**src/rtl/core_inst_sequencer_pkg.sv**
```systemverilog
// Shared definitions for the core instruction word and the sequencer state machine.
// Imported by the sequencer, the core decoder and benches.
package core_inst_pkg;

  localparam int INST_W = 17;
  localparam int ADDR_W = 4;
  localparam int CNT_W  = 5;

  localparam int OFIFO_RD  = 16;
  localparam int QKADD_MSB = 15;
  localparam int QKADD_LSB = 12;
  localparam int PADD_MSB  = 11;
  localparam int PADD_LSB  = 8;
  localparam int EXECUTE   = 7;
  localparam int LOAD      = 6;
  localparam int QMEM_RD   = 5;
  localparam int QMEM_WR   = 4;
  localparam int KMEM_RD   = 3;
  localparam int KMEM_WR   = 2;
  localparam int PMEM_RD   = 1;
  localparam int PMEM_WR   = 0;

  typedef logic [3:0] state_t;

  localparam state_t IDLE   = 4'd0;
  localparam state_t QWR    = 4'd1;
  localparam state_t GAP1   = 4'd2;
  localparam state_t KWR    = 4'd3;
  localparam state_t GAP2   = 4'd4;
  localparam state_t KLOAD  = 4'd5;
  localparam state_t DRAIN1 = 4'd6;
  localparam state_t EXEC   = 4'd7;
  localparam state_t DRAIN2 = 4'd8;
  localparam state_t MOVE   = 4'd9;
  localparam state_t DONE   = 4'd10;

endpackage

```
**src/rtl/core_inst_sequencer_phase_counter.sv**
```systemverilog
// Loadable phase counter shared by every timed state; its low bits double as
// the memory address index for the current phase.
module seq_phase_counter
  import core_inst_pkg::*;
#(
  parameter int W = CNT_W
) (
  input  logic              clk,
  input  logic              reset,
  input  logic              clear,
  input  logic              inc,
  input  logic [W-1:0]      last,
  output logic [W-1:0]      count,
  output logic [ADDR_W-1:0] idx,
  output logic              tc
);

  always_ff @(posedge clk) begin
    if (reset)      count <= '0;
    else if (clear) count <= '0;
    else if (inc)   count <= count + W'(1);
  end

  assign idx = count[ADDR_W-1:0];
  assign tc  = (count == last);

endmodule

```
**src/rtl/core_inst_sequencer.sv**
```systemverilog
// Autonomous instruction generator for core: Q write, K write, K load,
// execute, and ofifo-to-pmem move, with registered inst/mem_in outputs.
module core_inst_sequencer
  import core_inst_pkg::*;
#(
  parameter int bw           = 8,
  parameter int pr           = 8,
  parameter int col          = 8,
  parameter int total_cycle  = 8,
  parameter int gap_cycles   = 2,
  parameter int drain_cycles = 10
) (
  input  logic                clk,
  input  logic                reset,
  input  logic                start,
  input  logic [pr*bw-1:0]    in_data,
  input  logic                in_valid,
  output logic                in_ready,
  output logic [pr*bw-1:0]    mem_in,
  output logic [INST_W-1:0]   inst,
  output logic                busy,
  output logic                done
);

  state_t              state, state_nx;
  logic [CNT_W-1:0]    cnt, last;
  logic [ADDR_W-1:0]   idx;
  logic                tc, adv, clear;
  logic [INST_W-1:0]   inst_nx;

  assign in_ready = (state == QWR) || (state == KWR);
  assign busy     = (state != IDLE);

  // Write phases only step on accepted beats; every other busy state steps each cycle.
  assign adv   = in_ready ? in_valid : (state != IDLE);
  assign clear = (state == IDLE) || (adv && tc);

  seq_phase_counter #(.W(CNT_W)) u_cnt (
    .clk   (clk),
    .reset (reset),
    .clear (clear),
    .inc   (adv),
    .last  (last),
    .count (cnt),
    .idx   (idx),
    .tc    (tc)
  );

  always_comb begin
    last = '0;
    case (state)
      QWR, EXEC, MOVE: last = CNT_W'(total_cycle - 1);
      KWR:             last = CNT_W'(col - 1);
      GAP1, GAP2:      last = CNT_W'(gap_cycles - 1);
      KLOAD:           last = CNT_W'(col + 1);
      DRAIN1, DRAIN2:  last = CNT_W'(drain_cycles - 1);
      default:         last = '0;
    endcase
  end

  always_comb begin
    state_nx = state;
    if (state == IDLE) begin
      if (start) state_nx = QWR;
    end else if (adv && tc) begin
      case (state)
        QWR:     state_nx = GAP1;
        GAP1:    state_nx = KWR;
        KWR:     state_nx = GAP2;
        GAP2:    state_nx = KLOAD;
        KLOAD:   state_nx = DRAIN1;
        DRAIN1:  state_nx = EXEC;
        EXEC:    state_nx = DRAIN2;
        DRAIN2:  state_nx = MOVE;
        MOVE:    state_nx = DONE;
        default: state_nx = IDLE;
      endcase
    end
  end

  always_comb begin
    inst_nx = '0;
    case (state)
      QWR: if (in_valid) begin
        inst_nx[QMEM_WR]             = 1'b1;
        inst_nx[QKADD_MSB:QKADD_LSB] = idx;
      end
      KWR: if (in_valid) begin
        inst_nx[KMEM_WR]             = 1'b1;
        inst_nx[QKADD_MSB:QKADD_LSB] = idx;
      end
      KLOAD: begin
        // One lead-in and one tail cycle bracket the col K reads.
        inst_nx[LOAD] = 1'b1;
        if (cnt != '0 && cnt <= CNT_W'(col)) begin
          inst_nx[KMEM_RD]             = 1'b1;
          inst_nx[QKADD_MSB:QKADD_LSB] = idx - ADDR_W'(1);
        end
      end
      EXEC: begin
        inst_nx[EXECUTE]             = 1'b1;
        inst_nx[QMEM_RD]             = 1'b1;
        inst_nx[QKADD_MSB:QKADD_LSB] = idx;
      end
      MOVE: begin
        inst_nx[OFIFO_RD]          = 1'b1;
        inst_nx[PMEM_WR]           = 1'b1;
        inst_nx[PADD_MSB:PADD_LSB] = idx;
      end
      default: inst_nx = '0;
    endcase
  end

  always_ff @(posedge clk) begin
    if (reset) begin
      state  <= IDLE;
      inst   <= '0;
      mem_in <= '0;
      done   <= 1'b0;
    end else begin
      state <= state_nx;
      inst  <= inst_nx;
      done  <= (state == DONE);
      if (in_ready && in_valid) mem_in <= in_data;
    end
  end

endmodule
```
**config.mk**
```make
export PLATFORM = sky130hd
export DESIGN_NAME = core_inst_sequencer
export DESIGN_NICKNAME = d
export VERILOG_FILES = /design/src/rtl/core_inst_sequencer_pkg.sv /design/src/rtl/core_inst_sequencer_phase_counter.sv /design/src/rtl/core_inst_sequencer.sv
export SDC_FILE = /design/constraint.sdc
export NUM_CORES = 1
export LEC_CHECK = 0
export ABC_AREA = 1
export ABC_CLOCK_PERIOD_IN_PS = 3300
export BUFFER_PORTS_ARGS = -buffer_cell sky130_fd_sc_hd__clkbuf_2
export CAP_MARGIN = 20
export CORE_MARGIN = 2
export CORE_UTILIZATION = 51
export DETAILED_ROUTE_END_ITERATION = 10
export PLACE_DENSITY = 0.84
export SYNTH_ARGS = -nofsm -noshare
export SYNTH_HDL_FRONTEND = slang
export SYNTH_SLANG_ARGS = --single-unit
```
**constraint.sdc**
```tcl
create_clock -name clk -period 3.3 [get_ports clk]
set_input_delay 0.66 -clock clk [delete_from_list [all_inputs] [get_ports clk]]
set_output_delay 0.66 -clock clk [all_outputs]
set_load 0.03 [all_outputs]
```
# Yosys cells after proc, flatten, opt, wreduce, memory -nomap -nowiden
# Memories as Yosys holds them, arrays and structs flattened. A register that Yosys moved wholly into a read port is not among the register bits.
# Index checks and enable logic that the tools add are counted.
# word_totals
regBits	91
rom_bits	128
inputBits	68
elab_cells	59
memories	2
# memory_table
memory	depth	word_bits	read_ports	rd_clocked_by_memory_dff	wr	line_no	rtl
(name not given)	16	4	1	1	0	core_inst_sequencer.sv:66	case (state)
(name not given)	16	4	1	1	0	core_inst_sequencer.sv:51	case (state)
# classes
n_addsub	2
magnitude_cmp	1
eq_ne	8
mux	16
n_bitwise	4
n_reduce_logical	16
# ops
op	n
4-bit two-way mux	9
4-bit case mux with 3 select lines	1
2-bit OR reduction	6
4-bit by 3-bit == test with 1-bit output (second input constant)	2
4-bit == test (second input constant)	2
1-bit two-way mux	6
5-bit by 1-bit adder with 5-bit output (second input constant)	1
5-bit == test	1
5-bit by 4-bit <= comparator with 1-bit output (second input constant)	1
5-bit nonzero test	1
4-bit by 1-bit == test with 1-bit output (second input constant)	1
4-bit by 2-bit == test with 1-bit output (second input constant)	1
4-bit logical NOT	1
1-bit NOT	4
4-bit nonzero test	1
4-bit by 1-bit subtractor with 4-bit output (second input constant)	1
1-bit logical AND	3
1-bit logical OR	2
2-bit inequality test (second input constant)	1
2-bit AND reduction	1
2-bit nonzero test	1

# Logic depth before layout (Yosys ltp)
# Gate-level depths: netlist of the first run.
# logic_depth
word_depth	8
mapped_depth	15
depth_no_buf	15

# By module
# Synthesis of the first run repeated with hierarchy kept, for this count alone.
# hier_totals
hier_cells	484
area_unflattened_um2	3798.6
# by_module_without_submodules
module	n_inst	cells_per_inst	area_per_inst_um2	seq_area_each_um2
core_inst_sequencer	1	434	3484.6	1801.7
seq_phase_counter	1	50	314.1	100.1

# Least setup slack after synthesis of the first run
# No wires, ideal clock.
# synth_path
path_kind	register to register
startpoint	reg state[2]
endpoint	reg last[3] (netlist name)
arrival_ps	1866
required_time_ps	3241
path_slack_ps	1374
path_stages_with_launch	14
path_buffers	0
path_cell_list	dfxtp_1 nor2_4 nand3_2 nand2_2 nand2_4 nand2_2 nand2_1 o21ai_1 nand2_1 inv_1 ha_1 nor2_1 nand2_1 nand2_1
# synth_via
word_cells_on_any_way	13
classes_between	3 x eq/ne; 4 x mux; 6 x reduce/logical
# synth_lines
item	line_no	rtl
start: declaration	core_inst_sequencer.sv:25	state_t state, state_nx;
start signal: assignment	core_inst_sequencer.sv:121	state <= state_nx;
4-bit nonzero test	n/a	
named net busy	core_inst_sequencer.sv:21	output logic busy,
1-bit two-way mux	core_inst_sequencer.sv:35	assign adv = in_ready ? in_valid : (state != IDLE);
1-bit logical AND	core_inst_sequencer.sv:65	end else if (adv && tc) begin
2-bit nonzero test (no line)	n/a	
2-bit AND reduction (no line)	n/a	
4-bit two-way mux (no line) (2 in series)	n/a	
# The timed path passes the listed nets, and every way through them passes these cells.
# A chain may end at the register's enable or synchronous reset.

# Worst setup path in the final report of the first run
# layout_path
startpoint	reg state[2]
endpoint	reg last[3] (netlist name)
# layout_via
elab_chain_cells	8
word_cells_on_any_way	13
classes_between	3 x eq/ne; 4 x mux; 6 x reduce/logical
# layout_rtl
item	line_no	rtl
4-bit by 1-bit == test with 1-bit output / 4-bit by 2-bit == test with 1-bit output (equally long branches)	core_inst_sequencer.sv:31	assign in_ready = (state == QWR) || (state == KWR);
1-bit logical OR	core_inst_sequencer.sv:31	
1-bit two-way mux	core_inst_sequencer.sv:35	
1-bit logical AND	core_inst_sequencer.sv:65	
2-bit nonzero test (no line)	n/a	
2-bit AND reduction (no line)	n/a	
4-bit two-way mux (no line) (*) (2 in series)	n/a	
# Every way passes the cells marked *; elsewhere a longest branch is shown, timed or not.

==> qor.yml, run 1 <==
routing:
  dr_total_vias: 3557
  ant_nets: 0
  first_iter_violations: 210
  drc: 0
  dr.pass1.iters: 4
  via_per_inst: 5.08
  wirelength_mm: 8.97
  wl_per_cell_um: 12.8
sta:
  fmax_mhz: 468
  fin_crit_ps: 2140
  setup_tns_ps: 0
  slew_viol_final: 0
  clock_skew_ps: 6.87
  tightestPinTransition_ps: 660
  rsz0062_at_grt: "no"
  fin_crit_sh_pct: 64.7
  hold_violations: 0
  slew_headroom_pct: 56.0
  fin_ws_ps: 1160
  setup_violations: 0
placement:
  postPlaceCellArea_um2: 4460
  dpl.hpwl_mm: 6.34
  dpl.cell_count: 685
  dp_worst_setup_slack_ps: 1020
  gp_congestion: 0.862
  numPortBuffers: 150
setup_path:
  r2r_cells: 14
  critical_path_depth: 14
  worstPathArrival_ps: 2430
  crit_chain: "nor2_4 > nand2_2 > inv_2 > nand2_2 > nand2_4 > nand2_2 > nand2_1 > o21ai_1 > nand2_1 > inv_1 > ha_1 > nor2_1 > nand2_1 > nand2_1"
  path_class: "flip-flop to flip-flop"
  cpPeakStageDelay_ps: 380
  required_ps: 3600
  path_max_fanout: 10
  critPathLaunchType: "flip-flop"
  critPathMostFrequentCell: "nand2_1"
  cp_num_buf_inv: 2
  critPathCaptureType: "flip-flop"
  cp_slowest_cell: "dfxtp_1"
  crit_family: "simple AND/OR/NAND/NOR gates"
die:
  die_area_um2: 7950
  core_um2: 7140
  num_rows: 31
  start_util_pct: 51.8
  fp.dieW_um: 89.2
  io_pins: 152
  die_y_um: 89.2
final_layout:
  fillCellCount: 634
  fin_cells: 700
  area_growth_syn_to_layout_pct: 26.4
  multiInputGateArea_um2: 1570
  fin_area_um2: 4680
  nNetsFinal: 673
  seqCellArea_um2: 1900
  layout-drive-gt1-share_pct: 31.3
  n_antenna_cell: 0
cts:
  numCtsBuffers: 9
  root_buffer: "clkbuf_8"
  post-cts-setup-buffers: 0
  ctsResizeCount: 0
  clk_latency_ps: 360
  cts_tree: "yes"
  cts.htree.levels: 3
  clk_pin_slew_ps: 90
  clock_sinks: 95
  cts_buffer_depth: 2
  cts_hold_buf: 0
synth:
  yosysTopAreaCellShare_pct: 51.4
  async_flop_share_pct: 0
  synth_area_leaders: "dfxtp_1, nand3_1, a21oi_1"
  syn_inst: 465
  ys_ff_latch: 95
  ys.flop_type: "dfxtp_1"
  avgSynthCellArea_um2: 7.96
  synth_commonest_cells: "nand2_1, dfxtp_1, nand3_1"
  synth_edf_count: 0
  synth.yosys.seq_area_share_pct: 51.4
  yosysUniqueCellTypes: 30
  ys.warnings.count: 0
  syn_area_um2: 3700
  synthMostInstantiatedCell: "nand2_1"
  syn_nets: 541
  synth_top_area_cell: "dfxtp_1"
global_route:
  overflow: 0
  grt_max_degree: 68
  antenna_found_initial: 0
  grt_pass1_wl_mm: 13.1
  grt_pass1_vias: 2966
  grtUsageTotal_pct: 21.0
power:
  powerDensity_nw_per_um2: 684
  vdd_drop_max_mv: 0.317
  fin_total_pwr_mw: 3.20
  leakagePower_nw: 2.10
flow_run:
  drv.max_cap_violation_count: 0
hold_path:
  min_path_cells: 2
  hp-class: "flip-flop to flip-flop"
status:
  outcome: "finished, final reports clean"
==> cell usage in the layout (no fill, tap or decap), drive strengths merged <==
| master | netlist | routed |
|---|---|---|
| clkbuf | 17 | 159 |
| nand2 | 103 | 103 |
| dfxtp | 95 | 95 |
| nand3 | 82 | 82 |
| a21oi | 75 | 75 |
| nor2 | 23 | 23 |
| inv | 22 | 23 |
| nor3 | 8 | 8 |
| ha | 8 | 8 |
| o21ai | 5 | 5 |
| buf | 16 | 4 |
| nand4 | 3 | 3 |
| bufinv | 0 | 2 |
| clkinvlp | 0 | 2 |
| o211ai | 1 | 1 |
| nand3b | 1 | 1 |
| nor4 | 1 | 1 |
| o21a | 1 | 1 |
| xor2 | 1 | 1 |
| xnor2 | 1 | 1 |
| nor3b | 1 | 1 |
| conb | 1 | 1 |
| clkinv | 0 | 1 |
==> area by class of cell <==
type,count,share of cell area [%]
Clock buffer,9,2.65
Inverter,22,1.77
Timing Repair Buffer,154,16.7
Clock inverter,6,2.03
Sequential cell,95,40.7
Tap cell,99,2.65
Multi-Input combinational cell,315,33.5
==> power by group <==
part / leakage (nW) / internal (mW) / switching, mW
registers: 0.771 / 1.28 / 0.0770
logic: 1.22 / 0.284 / 0.724
clock network: 0.103 / 0.429 / 0.401
total: 2.10 / 2.00 / 1.20
==> worst register-to-register path, delay by kind of cell (launching register included) <==
family / cells / cell delay, ps
adders and majority gates: 1 / 310
DFF: 1 / 380
and+or+nand+nor: 10 / 1080
buffers and inverters: 2 / 240
AOI/OAI and AO/OA: 1 / 70
==> flip-flops by register name, indices dropped and copies added, names as in the netlist, named ones only <==
| signal | count |
|---|---|
| inst | 14 |
| state | 4 |
| done | 1 |
| last | 3 |
| mem_in | 64 |
| u_cnt.count | 5 |
==> per-stage QoR <==
stage               util (%)  hold slack [ps]
finish                  65.5              462
global route            65.5              482
CTS                     65.5              466
detailed placement      62.5              451
global placement        62.5              448
floorplan                  -              483
==> cells by family (layout without fill, tap and decap cells) <==
kind of cell             count (synthesis)  after routing  share of synthesized area (%)
AO/OA/AOI/OAI                           82             82                           11.5
adder cells (fa/ha/maj)                  8              8                           2.71
flip-flops                              95             95                           51.4
other                                    1              1                          0.101
XOR/XNOR                                 2              2                          0.474
AND/OR/NAND/NOR                        222            222                           27.6
buffers and inverters                   55            191                           6.19
==> worst paths after layout <==
kind / startpoint / end / slack [ps]
hold / removal: mem_in[49]$_SDFFE_PP0P_ / mem_in[49]$_SDFFE_PP0P_ / 460
setup / recovery: state[2]$_SDFFE_PP0P_ / last[3]$_DFF_P_ / 1160
setup reg to reg: state[2]$_SDFFE_PP0P_ / last[3]$_DFF_P_ / 1160
hold reg to reg: mem_in[49]$_SDFFE_PP0P_ / mem_in[49]$_SDFFE_PP0P_ / 460
==> metal layers <==
metal  wire length [um]  global-route usage [%]
met5                  0                       0
met4                204                    9.50
met3                549                    4.62
met2               4460                    35.6
met1               3750                    25.5
Power figures use the tool's default switching activity.
==> run 2: changes to the inputs <==
Settings changed: ABC_AREA 1 to 0, ABC_CLOCK_PERIOD_IN_PS 3300 to 2000, CORE_UTILIZATION 51 to 48, PLACE_DENSITY 0.84 to 0.79.
Clock period 3.3 ns to 2 ns, I/O delays scaled along.
==> run 2 against run 1 <==
  * The flow now finishes with violations (setup timing)
  * Clock-buffer cell count did not move
  * Cell area increased by 13%
  * Hold slack worse by 210 ps
  * Synthesized area grew 3.0%
  * Sequential share of layout area down 4.4 points
  * Clock power grew 35%
  * Sequential cell count unchanged
  * Register-to-register slack worse by 1700 ps
  * Combinational power fell by 22%
  * Synthesized cell count fell by 0.22%
  * Cell count is 6.3% higher
  * Largest power group unchanged
==> qor.yml, run 2 <==
status:
  outcome: "complete, but fails checks"
  violations: "setup timing"
power:
  vdd_drop_max_mv: 0.465  # +47%
  switchingPower_mw: 1.19  # -0.69%
  p_int_mw: 2.73  # +37%
  swShare_pct: 30.4  # -7.1 points
  power_frac_seq_pct: 51.6  # +9.0 points
  leakagePower_nw: 2.30  # +9.9%
  powerDensity_nw_per_um2: 745  # +8.9%
  combPwrFrac_pct: 20.0  # -12 points
  p_clk_share_pct: 28.4  # +2.5 points
routing:
  ant_nets: 0  # unchanged
  wl_per_cell_um: 13.8  # +7.8%
  wirelength_mm: 10.3  # +15%
  dr_total_vias: 3806  # +7.0%
  drc: 0  # unchanged
  first_iter_violations: 201  # -4.3%
  dr.pass1.iters: 4  # unchanged
  via_per_inst: 5.12  # +0.67%
final_layout:
  layout-drive-gt1-share_pct: 38.8  # +7.5 points
  reg_top3: "mem_in x64, inst x14, u_cnt.count x5"
  n_antenna_cell: 0  # unchanged
  final_common_cell: "clkbuf_2"
  final_cell_mix: "clkbuf_2, nand2_1, dfxtp_1"
  fin_util_pct: 68.2  # +2.6 points
  area_growth_syn_to_layout_pct: 38.3
  top_register: "mem_in"
  largest_reg_flops: 64  # unchanged
  nNetsFinal: 714  # +6.1%
  fillCellCount: 624  # -1.6%
setup_path:
  critPathCaptureType: "flip-flop"
  critPathLaunchType: "flip-flop"
  worstPathArrival_ps: 2750  # +320 ps
  crit_chain: "or3_4 > a32oi_4 > nand2_4 > mux2i_4 > nor2_4 > ha_4 > inv_2 > o22ai_2 > mux2i_1 > mux2_4 > a2111oi_4"
  path_max_fanout: 4  # -6
  required_ps: 2260  # -1340 ps
  path_class: "flip-flop to flip-flop"
  worstReg2RegStart: "u_cnt.count[1]$_SDFFE_PP0P_"
  cpPeakStageDelay_ps: 390  # about the same
  cp_slowest_cell: "or3_4"
  startpoint: "u_cnt.count[1]$_SDFFE_PP0P_"
synth:
  ys_ff_latch: 95  # unchanged
  ys.flop_type: "dfxtp_1"
  yosysTopAreaCellShare_pct: 49.9  # -1.5 points
  synth_commonest_cells: "nand2_1, dfxtp_1, a21oi_1"
  syn_area_um2: 3810  # +3.0%
  synth_area_leaders: "dfxtp_1, nand2_1, a21oi_1"
  synth_edf_count: 0  # unchanged
  yosysUniqueCellTypes: 40  # +33%
  synthMostInstantiatedCell: "nand2_1"
  ys.warnings.count: 0  # unchanged
  syn_nets: 540  # -0.18%
  synth_top_area_cell: "dfxtp_1"
  syn_inst: 464  # -0.22%
  avgSynthCellArea_um2: 8.21  # +3.2%
  synth.yosys.seq_area_share_pct: 49.9  # -1.5 points
  async_flop_share_pct: 0  # unchanged
hold_path:
  hp-start: "in_data[27]"
  hp-class: "input pin to flip-flop"
placement:
  numPortBuffers: 150  # unchanged
  dpl.hpwl_mm: 7.07  # +11%
  dp_worst_setup_slack_ps: -601  # -1620 ps
  gp_congestion: 0.829  # -3.8%
sta:
  setup_violations: 7  # +7
  fin_ws_ps: -495  # -1660 ps
  clock_skew_ps: 6.10  # -0.770 ps
  slew_headroom_pct: 58.1  # +2.1 points
  fmax_mhz: 401  # -14%
  setup_tns_ps: -2380  # -2380 ps
  slew_viol_final: 0  # unchanged
  tightestPinTransition_ps: 629  # -30.9 ps
  fin_crit_ps: 2490  # +360 ps
  rsz0062_at_grt: "yes"
  hold_violations: 0  # unchanged
  fin_crit_sh_pct: 125  # +60 points
cts:
  cts_buffer_depth: 2  # unchanged
  cts_hold_buf: 0  # unchanged
  numCtsBuffers: 9  # unchanged
  cts_tree: "yes"
  root_buffer: "clkbuf_8"
  clk_latency_ps: 350  # about the same
  clk_pin_slew_ps: 100  # about the same
  cts.htree.levels: 3  # unchanged
  clock_sinks: 95  # unchanged
global_route:
  antenna_found_initial: 0  # unchanged
  grtUsageTotal_pct: 23.6  # +2.6 points
  grt_pass1_wl_mm: 16.3  # +25%
  overflow: 0  # unchanged
  grt_pass1_vias: 3607  # +22%
  grt_max_degree: 65  # -4.4%
flow_run:
  drv.max_cap_violation_count: 0  # unchanged
die:
  start_util_pct: 49.3  # -2.5 points
  die_y_um: 93.1  # +4.4%
  io_pins: 152  # unchanged
  die_area_um2: 8670  # +9.0%
  core_um2: 7730  # +8.3%
  fp.dieW_um: 93.1  # +4.4%
  num_rows: 32  # +3.2%
[run 2: cell count changes in the layout (fill, tap and decap cells not counted), sizes merged, moves of 6 or more]
cell,previous run,this run
nand3,82,4
buf,4,46
nand2,103,140
nand2b,0,14
inv,23,10
mux2i,0,8
a211oi,0,7
nor4,1,7
[run 2: stage by stage]
stage               total power [mW]  hold slack (ps)  area [um^2]  cells
detailed placement              2.77              446         4880    719
floorplan                       2.52              488         3880    464
CTS                             3.91              242         5210    740
global placement                2.75              440         4880    719
finish                          3.92              250         5270    744
global route                    4.10              250         5270    744
[run 2: cell families after synthesis]
logic type,share of synthesized area (%)
fa+ha+maj,2.63
xor+xnor,1.61
buf+inv,4.66
compound gates,14.2
mux,3.42
other cells,0.0984
flops,49.9
simple gates,23.4
[run 2: path summary, 6_finish.rpt]
kind	to	slack [ps]	cells past startpoint
hold reg to reg	mem_in[39]$_SDFFE_PP0P_	460	2
setup reg to reg	flip-flop	-490	11
hold / removal	mem_in[27]$_SDFFE_PP0P_	250	3
setup / recovery	flip-flop	-490	11
[run 2: layout make-up]
cell class / instances / area [um^2] / share of cell area [%]
clock buffers: 9 / 124 / 2.35
inverters: 8 / 30.0 / 0.570
well taps: 102 / 128 / 2.42
clock inverters: 6 / 45.0 / 0.855
multi-input cells: 328 / 1890 / 36.0
flip-flops and latches: 95 / 1910 / 36.2
repair buffers: 196 / 1140 / 21.6
[run 2: repair_timing]
| action | CTS | global route |
|---|---|---|
| gates resized for setup | 20 | 9 |
| endpoints found under the setup margin | 8 | 10 |
| cloned | 0 | 0 |
| pin swaps | 10 | 7 |
| setup buffers | 7 | 5 |
[run 2: per-layer routing]
layer | track usage, % | vias up | wire [um]
li1 | - | 1870 | -
met1 | 27.9 | 1772 | 4140
met2 | 41.2 | 136 | 5210
met3 | 4.19 | 28 | 601
met4 | 11.5 | 0 | 326
met5 | 0 | - | 0
[run 2: power by group through the flow]
stage	clock network [mW]	registers, mW	logic, mW
after floorplan	0	2.20	0.323
after global placement	0	2.06	0.693
after detailed placement	0	2.06	0.708
after global routing	1.22	2.03	0.847
final	1.12	2.02	0.784
after CTS	1.13	2.02	0.759
[run 2: worst max-delay path: cells and delay by family (launching register included)]
family	cells	cell delay, ps
fa+ha+maj	1	140
flops	1	330
compound gates	3	630
buf+inv	1	40
mux	3	620
simple gates	3	650
==> run 3: changes to the inputs <==
Settings changed: ABC_CLOCK_PERIOD_IN_PS 2000 to 2640, HOLD_SLACK_MARGIN from default to 0.05.
Clock period 2 ns to 2.64 ns, I/O delays scaled along.
==> run 3 against run 2 <==
  * The run now ends clean
  * Non-clock buffer count decreased by 21
  * Via count decreased by 6.3%
  * Die area unchanged
  * Cell count shrank 2.7%
  * Combinational power fell by 32%
  * Utilization decreased by 3.0 points
  * Clock skew up 5.1 ps
  * Sequential power is 24% lower
  * Hold slack better by 140 ps
==> qor.yml, run 3 (synthesis results as in run 2) <==
setup_path:
  path_class: "flip-flop to flip-flop"
  path_max_fanout: 7  # +3
  critPathCaptureType: "flip-flop"
  cpPeakStageDelay_ps: 380  # about the same
  critPathLaunchType: "flip-flop"
  required_ps: 2890  # +630 ps
  worstPathArrival_ps: 2830  # +80 ps
  ff2ff_setup_slack_ps: 60  # +560 ps
  cp_slowest_cell: "dfxtp_4"
  crit_chain: "or3_4 > a32oi_4 > nand2_4 > mux2i_4 > nor2_2 > ha_2 > inv_1 > o22ai_1 > mux2i_1 > mux2_4 > a2111oi_4"
sta:
  fin_crit_ps: 2580  # +81.0 ps
  slew_headroom_pct: 58.3  # +0.23 points
  slew_viol_final: 0  # unchanged
  setup_tns_ps: 0  # +2380 ps
  rsz0062_at_grt: "yes"
  hold_violations: 0  # unchanged
  fin_ws_ps: 64.2  # +559 ps
  fmax_mhz: 388  # -3.1%
  clock_skew_ps: 11.2  # +5.09 ps
  tightestPinTransition_ps: 623  # -5.70 ps
  setup_violations: 0  # -7
  fin_crit_sh_pct: 97.6  # -27 points
final_layout:
  top_register: "mem_in"
  final_common_cell: "clkbuf_2"
  largest_reg_flops: 64  # unchanged
  reg_top3: "mem_in x64, inst x14, u_cnt.count x5"
  fillCellCount: 686  # +9.9%
  fin_util_pct: 65.1  # -3.0 points
  nNetsFinal: 693  # -2.9%
  fin_cells: 724  # -2.7%
  seqCellArea_um2: 1910  # -0.13%
  area_growth_syn_to_layout_pct: 32.1
  layout-drive-gt1-share_pct: 33.9  # -4.9 points
  multiInputGateArea_um2: 1800  # -5.0%
  n_antenna_cell: 0  # unchanged
  final_cell_mix: "clkbuf_2, nand2_1, dfxtp_1"
routing:
  via_per_inst: 4.93  # -3.7%
  dr_total_vias: 3568  # -6.3%
  dr.pass1.iters: 4  # unchanged
  drc: 0  # unchanged
  wl_per_cell_um: 13.1  # -4.9%
  first_iter_violations: 185  # -8.0%
  wirelength_mm: 9.51  # -7.5%
  ant_nets: 0  # unchanged
global_route:
  grtUsageTotal_pct: 21.8  # -1.8 points
  grt_pass1_vias: 3286  # -8.9%
  overflow: 0  # unchanged
  grt_max_degree: 49  # -25%
  antenna_found_initial: 0  # unchanged
  grt_pass1_wl_mm: 15.2  # -7.1%
power:
  powerDensity_nw_per_um2: 604  # -19%
  swShare_pct: 28.8  # -1.6 points
  vdd_drop_max_mv: 0.336  # -28%
  combPwrFrac_pct: 17.6  # -2.4 points
  leakagePower_nw: 2.21  # -4.2%
  fin_total_pwr_mw: 3.04  # -23%
  p_int_mw: 2.16  # -21%
  power_frac_seq_pct: 50.4  # -1.2 points
  p_clk_share_pct: 32.0  # +3.6 points
  switchingPower_mw: 0.875  # -27%
placement:
  dp_worst_setup_slack_ps: -11.5  # +589 ps
  dpl.hpwl_mm: 7.06  # -0.16%
  numPortBuffers: 150  # unchanged
  gp_congestion: 0.877  # +5.7%
  dpl.cell_count: 701  # -2.5%
cts:
  numCtsBuffers: 9  # unchanged
  clk_pin_slew_ps: 90  # about the same
  cts_hold_buf: 0  # unchanged
  root_buffer: "clkbuf_8"
  clock_sinks: 95  # unchanged
  cts.htree.levels: 3  # unchanged
  cts_tree: "yes"
  cts_buffer_depth: 2  # unchanged
  clk_latency_ps: 350  # about the same
hold_path:
  hp-class: "input pin to flip-flop"
die:
  start_util_pct: 49.3  # unchanged
  num_rows: 32  # unchanged
  fp.dieW_um: 93.1  # unchanged
  core_um2: 7730  # unchanged
  die_y_um: 93.1  # unchanged
  io_pins: 152  # unchanged
  die_area_um2: 8670  # unchanged
flow_run:
  drv.max_cap_violation_count: 0  # unchanged
status:
  outcome: "finished, final reports clean"
## run 3: cell count changes in the layout (fill, tap and decap cells not counted), sizes merged
cell      delta
clkinvlp     -2
buf         -21
clkbuf       +2
bufinv       +1
## run 3: path summary, 6_finish.rpt
path / endpoint / start / cells past startpoint
max reg2reg: flip-flop / u_cnt.count[2]$_SDFFE_PP0P_ / 11
max: flip-flop / u_cnt.count[2]$_SDFFE_PP0P_ / 11
min reg2reg: mem_in[48]$_SDFFE_PP0P_ / mem_in[48]$_SDFFE_PP0P_ / 2
min: mem_in[7]$_SDFFE_PP0P_ / in_data[7] / 3
## run 3: power groups by stage
stage / Sequential (mW) / Clock (mW) / Combinational [mW]
CTS: 1.53 / 0.998 / 0.526
detailed placement: 1.57 / 0 / 0.517
global placement: 1.56 / 0 / 0.505
global route: 1.54 / 1.06 / 0.582
floorplan: 1.66 / 0 / 0.236
finish: 1.53 / 0.972 / 0.536
## run 3: cell type report
cell class	instances	area share, %
Timing Repair Buffer	175	19.1
Tap cell	102	2.54
Clock buffer	11	2.81
Clock inverter	5	1.27
Sequential cell	95	37.9
Multi-Input combinational cell	328	35.8
Inverter	8	0.597
## run 3: timing repair
item                                    CTS  global route
endpoints found under the setup margin    1             3
gates cloned                              0             0
gates resized for setup                   0            10
buffers inserted                          6             1
pin swaps                                 4             5
## run 3: metrics by stage
stage	hold slack (ps)	instance area, um^2
finish	385	5030
global placement	440	4720
global route	369	5030
floorplan	489	3840
detailed placement	445	4720
CTS	370	4970
## run 3: layer usage
metal  wire [um]  GRT usage, %
met2        4780          38.1
met3         504          4.27
met4         181          7.60
met5           0             0
met1        4040          26.7
## run 3: worst max-delay path, delay by kind of cell (launching register included)
kind	cells	cell delay, ps
adder cells (fa/ha/maj)	1	190
AO/OA/AOI/OAI	3	620
AND/OR/NAND/NOR	3	620
buffers and inverters	1	50
flip-flops	1	380
multiplexers	3	620
